### src/rtl/pixel_write_arbiter.sv
// pixel_write_arbiter: round-robin share of the vga_adapter pixel port; grant is combinational, pixel registered 1 cycle later.
// Optional macro PIXEL_ARB_CLEAR_EN adds a full-screen clear sequencer that owns the port after reset / on clear_start.
module pixel_write_arbiter #(
    parameter int         NUM_REQ      = 3,
    parameter int         X_MAX        = 159,
    parameter int         Y_MAX        = 119,
    parameter logic [2:0] CLEAR_COLOUR = 3'b000
) (
    input  logic                 clk,
    input  logic                 resetn,
    input  logic [NUM_REQ-1:0]   req,
    input  logic [8*NUM_REQ-1:0] req_x,
    input  logic [7*NUM_REQ-1:0] req_y,
    input  logic [3*NUM_REQ-1:0] req_colour,
    output logic [NUM_REQ-1:0]   grant,
    input  logic                 clear_start,
    output logic                 clear_busy,
    output logic [7:0]           vga_x,
    output logic [6:0]           vga_y,
    output logic [2:0]           vga_colour,
    output logic                 vga_plot
);
    localparam int            IW        = (NUM_REQ > 1) ? $clog2(NUM_REQ) : 1;
    localparam logic [IW-1:0] LAST_INIT = IW'(NUM_REQ - 1);
    localparam logic [7:0]    X_LIM     = 8'(X_MAX);
    localparam logic [6:0]    Y_LIM     = 7'(Y_MAX);

    logic [IW-1:0] last;
    logic [IW-1:0] cand;
    logic [IW-1:0] rr_idx;
    logic          found;
    logic          arb_en;
    logic          take;
    logic [7:0]    sel_x;
    logic [6:0]    sel_y;
    logic [2:0]    sel_colour;
    logic          sel_in_range;

`ifdef PIXEL_ARB_CLEAR_EN
    typedef enum logic {ARB = 1'b0, CLEAR = 1'b1} state_t;

    state_t     state, state_nxt;
    logic [7:0] sweep_x, sweep_x_nxt;
    logic [6:0] sweep_y, sweep_y_nxt;

    always_ff @(posedge clk) begin
        if (!resetn) begin
            state   <= CLEAR;
            sweep_x <= '0;
            sweep_y <= '0;
        end else begin
            state   <= state_nxt;
            sweep_x <= sweep_x_nxt;
            sweep_y <= sweep_y_nxt;
        end
    end

    // Counters are left at (0,0) when a sweep ends, so a later clear_start starts from the origin.
    always_comb begin
        state_nxt   = state;
        sweep_x_nxt = sweep_x;
        sweep_y_nxt = sweep_y;
        case (state)
            ARB: begin
                if (clear_start) begin
                    state_nxt   = CLEAR;
                    sweep_x_nxt = '0;
                    sweep_y_nxt = '0;
                end
            end
            CLEAR: begin
                if (sweep_x == X_LIM) begin
                    sweep_x_nxt = '0;
                    if (sweep_y == Y_LIM) begin
                        sweep_y_nxt = '0;
                        state_nxt   = ARB;
                    end else begin
                        sweep_y_nxt = sweep_y + 7'd1;
                    end
                end else begin
                    sweep_x_nxt = sweep_x + 8'd1;
                end
            end
            default: state_nxt = ARB;
        endcase
    end

    assign clear_busy = (state == CLEAR);
    // clear_start wins over any same-cycle request, which stays pending.
    assign arb_en     = (state == ARB) && !clear_start;
`else
    logic unused_clear_start;

    assign unused_clear_start = clear_start;
    assign clear_busy         = 1'b0;
    assign arb_en             = 1'b1;
`endif

    // Round-robin search starting just after the last winner.
    always_comb begin
        found  = 1'b0;
        rr_idx = last;
        cand   = last;
        for (int k = 1; k <= NUM_REQ; k++) begin
            cand = IW'((int'(last) + k) % NUM_REQ);
            if (!found && req[cand]) begin
                found  = 1'b1;
                rr_idx = cand;
            end
        end
    end

    assign take = resetn && arb_en && found;

    always_comb begin
        grant      = '0;
        sel_x      = '0;
        sel_y      = '0;
        sel_colour = '0;
        for (int i = 0; i < NUM_REQ; i++) begin
            if (rr_idx == IW'(i)) begin
                grant[i]   = take;
                sel_x      = req_x[8*i +: 8];
                sel_y      = req_y[7*i +: 7];
                sel_colour = req_colour[3*i +: 3];
            end
        end
    end

    assign sel_in_range = (sel_x <= X_LIM) && (sel_y <= Y_LIM);

    always_ff @(posedge clk) begin
        if (!resetn) begin
            last       <= LAST_INIT;
            vga_x      <= '0;
            vga_y      <= '0;
            vga_colour <= '0;
            vga_plot   <= 1'b0;
        end else begin
`ifdef PIXEL_ARB_CLEAR_EN
            if (state == CLEAR) begin
                vga_x      <= sweep_x;
                vga_y      <= sweep_y;
                vga_colour <= CLEAR_COLOUR;
                vga_plot   <= 1'b1;
            end else
`endif
            if (take) begin
                last       <= rr_idx;
                vga_x      <= sel_x;
                vga_y      <= sel_y;
                vga_colour <= sel_colour;
                // Off-screen pixels complete the handshake but never strobe the adapter.
                vga_plot   <= sel_in_range;
            end else begin
                vga_plot   <= 1'b0;
            end
        end
    end
endmodule

### config.mk
export PLATFORM = sky130hd
export DESIGN_NAME = pixel_write_arbiter
export DESIGN_NICKNAME = d
export VERILOG_FILES = /design/src/rtl/pixel_write_arbiter.sv
export SDC_FILE = /design/constraint.sdc
export NUM_CORES = 1
export LEC_CHECK = 0
export BUFFER_PORTS_ARGS = -buffer_cell sky130_fd_sc_hd__clkbuf_2
export CAP_MARGIN = 15
export CORE_ASPECT_RATIO = 0.5
export CORE_MARGIN = 2
export CORE_UTILIZATION = 48
export DETAILED_ROUTE_END_ITERATION = 10
export PLACE_DENSITY = 0.84
export SLEW_MARGIN = 0
export SYNTH_ARGS = -nofsm -noshare
export SYNTH_HDL_FRONTEND = slang
export SYNTH_SLANG_ARGS = --single-unit
export TNS_END_PERCENT = 50
### constraint.sdc
create_clock -name clk -period 4.55 [get_ports clk]
set_input_delay 0.91 -clock clk [delete_from_list [all_inputs] [get_ports clk]]
set_output_delay 0.91 -clock clk [all_outputs]
set_load 0.1 [all_outputs]
==> summary.txt <==
Floorplan
  • Initial Utilization: 0.506
  • Core Area: 0.00303 sq mm
  • Die H: ~44 um
  • Die Area: 0.00369 sq mm
  • Io pins: 83
  • Die Wd: about 84 um
  • Cell Rows: 14

Logic synthesis
  • Ys flop type: dfxtp_1
  • Mapped Nets: 227
  • Yosys warns: 0
  • Number of synthesized register bits: 21
  • Cell Area, Synth: between 0.0015 and 0.002 sq mm
  • Post-synthesis cell count: 165
  • Post-synth EDFFs: 0
  • Synth top area share: 0.274
  • Synth area leader: dfxtp_1
  • Async set-or-reset flop fraction in the synthesized netlist: 0
  • Sequential area share after synthesis: 0.274
  • Distinct cell type count after synthesis: 44
  • Syn avg cell area: ~9.3 sq um
  • Synth top area cells: dfxtp_1 (27%), mux2i_1 (15%), o211a_1 (10%)

Clock tree
  • Hold_buf cts: 0
  • # resized after CTS: 0
  • Reg clk slew, reported paths: 80 ps
  • Worst skew pair latency: approximately 260 ps
  • CTS tree: yes
  • Clk buf depth: 2
  • Root Buffer Master: clkbuf_8
  • H-tree depth reported by CTS: 1
  • Post-CTS Setup Bufs: 0
  • CTS Sinks: 21
  • TritonCTS Buffers: 3

Placement
  • RD Place Congestion: 0.804
  • Post-DP HPWL: 2.99 mm
  • Port buffer count: 80
  • Placed insts: 271

Run status
  • Status: finished, final reports clean

Detailed routing
  • Antenna-violating nets left: 0
  • Avg WL per Cell: 14.6 um
  • WL met2: 2.15 mm
  • DR vias/cell: approximately 5.7
  • Via Count: roughly 1600
  • Top routing layer used: met4
  • Drt first pass iters: 5
  • Wire length on met3: around 130 um
  • DR iter-0 viols: 53
  • Metal1 wirelength: between 1.5 and 2 mm
  • Residual DRC count: 0
  • Total routed wirelength: 4.02 mm

STA
  • Setup violators final: 0
  • Minimum clock period: 4140 ps
  • RSZ-0062 raised after global routing: false
  • Tcrit/Tclk final: 0.910
  • Max Fclk: 0.242 GHz
  • Max-slew violation count: 0
  • Slew Limit Headroom: 0.633
  • Hold Violations, Final: 0
  • Slew @ Worst Pin: 553 ps
  • Final Skew: 3.56 ps

Setup path
  • Crit Path Max Fanout: 23
  • Worst setup SP type: flip-flop
  • Kind of critical path: reg2out
  • Critical path arrival: 3230 ps
  • CP required: 3640 ps
  • CP endpoint kind: output port

GRT
  • Pin count of the biggest net entering global routing: 34
  • Vias in the first global route: 1473
  • First-pass GRT wire length: 6.29 mm
  • Total global routing overflow: 0
  • Antenna violations before repair: 0
  • GRT Overall Usage: 0.213

Finish
  • Cell Count, Final, Fillers Out: 275
  • Area Overhead vs Synth: 28.3%
  • Share of layout cells above drive strength 1: 0.409
  • Fillcell total: 264
  • # diodes: 0
  • Fin util: 0.649
  • Final net count: 298

Min path
  • Hold crit path type: reg2reg

Flow run
  • Max Cap Violations: 0
cell type report:
class	count	area, sq um	area share
clock buffer	3	41.3	0.0210
clock inverter	1	7.51	0.00381
inverter	3	11.3	0.00572
multi-input combinational	124	997	0.507
sequential	21	420	0.214
tap	40	50.0	0.0254
timing repair buffer	83	440	0.224
kinds of logic after synthesis:
kind of cell / after synthesis / share of synthesized area
compound gates: 53 / 0.305
simple gates: 44 / 0.166
mux: 23 / 0.150
flops: 21 / 0.274
other cells: 1 / 0.00244
fa+ha+maj: 3 / 0.0228
buf+inv: 20 / 0.0791
worst max-delay path, stage by stage, from the launching register on:
cell and delay (ps):
dfxtp_1 350, inv_1 60, ha_1 550, mux2i_1 240, o22ai_1 130, o32ai_1 290, o32a_2 510, nor2b_4 240
nor2b_1 130, clkbuf_2 460
registers in the layout, indices dropped and copies added, names as in the netlist:
signal and flops:
vga_colour 3, vga_x 8, vga_y 7, vga_plot 1, last 2
per-layer routing:
| layer | vias to the layer above | GRT usage |
|---|---|---|
| li1 | 762 | - |
| met1 | 760 | 0.236 |
| met2 | 39 | 0.411 |
| met3 | 12 | 0.0438 |
| met4 | 0 | 0.0871 |
| met5 | - | 0 |
per-stage QoR:
| stage | hold slack (ps) | TNS (ps) | setup slack, ps | instance area, sq um |
|---|---|---|---|---|
| 3_3_place_gp | 481 | 0 | 715 | 1920 |
| 3_5_place_dp | 487 | 0 | 655 | 1920 |
| 2_1_floorplan | 947 | -418 | -418 | 1540 |
| 6_report | 503 | 0 | 409 | 1970 |
| 5_1_grt | 524 | 0 | 240 | 1970 |
| 4_1_cts | 506 | 0 | 446 | 1970 |
final timing paths:
path	from	end	slack, ps	cells after the start
setup / recovery	last[0]	grant[2]	410	9
hold / removal	vga_x[2]	vga_x[2]	500	1
setup reg to reg	last[0]	vga_plot	1470	11
hold reg to reg	vga_x[2]	vga_x[2]	500	1
placed cells by master (no fill, tap or decap), types with 2 or more instances in the layout:
cell type	instances
a21boi_1	2
a21oi_1	4
and4_1	2
buf_4	4
clkbuf_2	78
clkbuf_8	3
dfxtp_1	21
ha_1	2
inv_1	2
mux2i_1	23
nand2_1	17
nand2b_1	3
nor2_1	3
nor2b_1	5
nor3_1	2
nor3b_2	2
o211a_1	16
o211ai_1	15
o21ai_0	2
o2bb2ai_2	3
o32ai_1	2
cells in the mapped netlist (2+ instances only):
library cell / count
nor3_1: 2
buf_6: 3
inv_1: 2
nor3b_1: 2
clkbuf_1: 5
o32ai_1: 2
dfxtp_1: 21
nor2_1: 3
buf_4: 5
o21ai_0: 2
a21boi_1: 2
nand2b_1: 3
ha_1: 2
o211a_1: 16
buf_2: 4
mux2i_1: 23
nand2_1: 17
o2bb2ai_2: 3
o211ai_1: 15
and4_1: 2
a21oi_1: 4
nor2b_1: 5
Power is not shown: default switching activity piles up to over one toggle a cycle in this logic, so the estimate is an artifact.
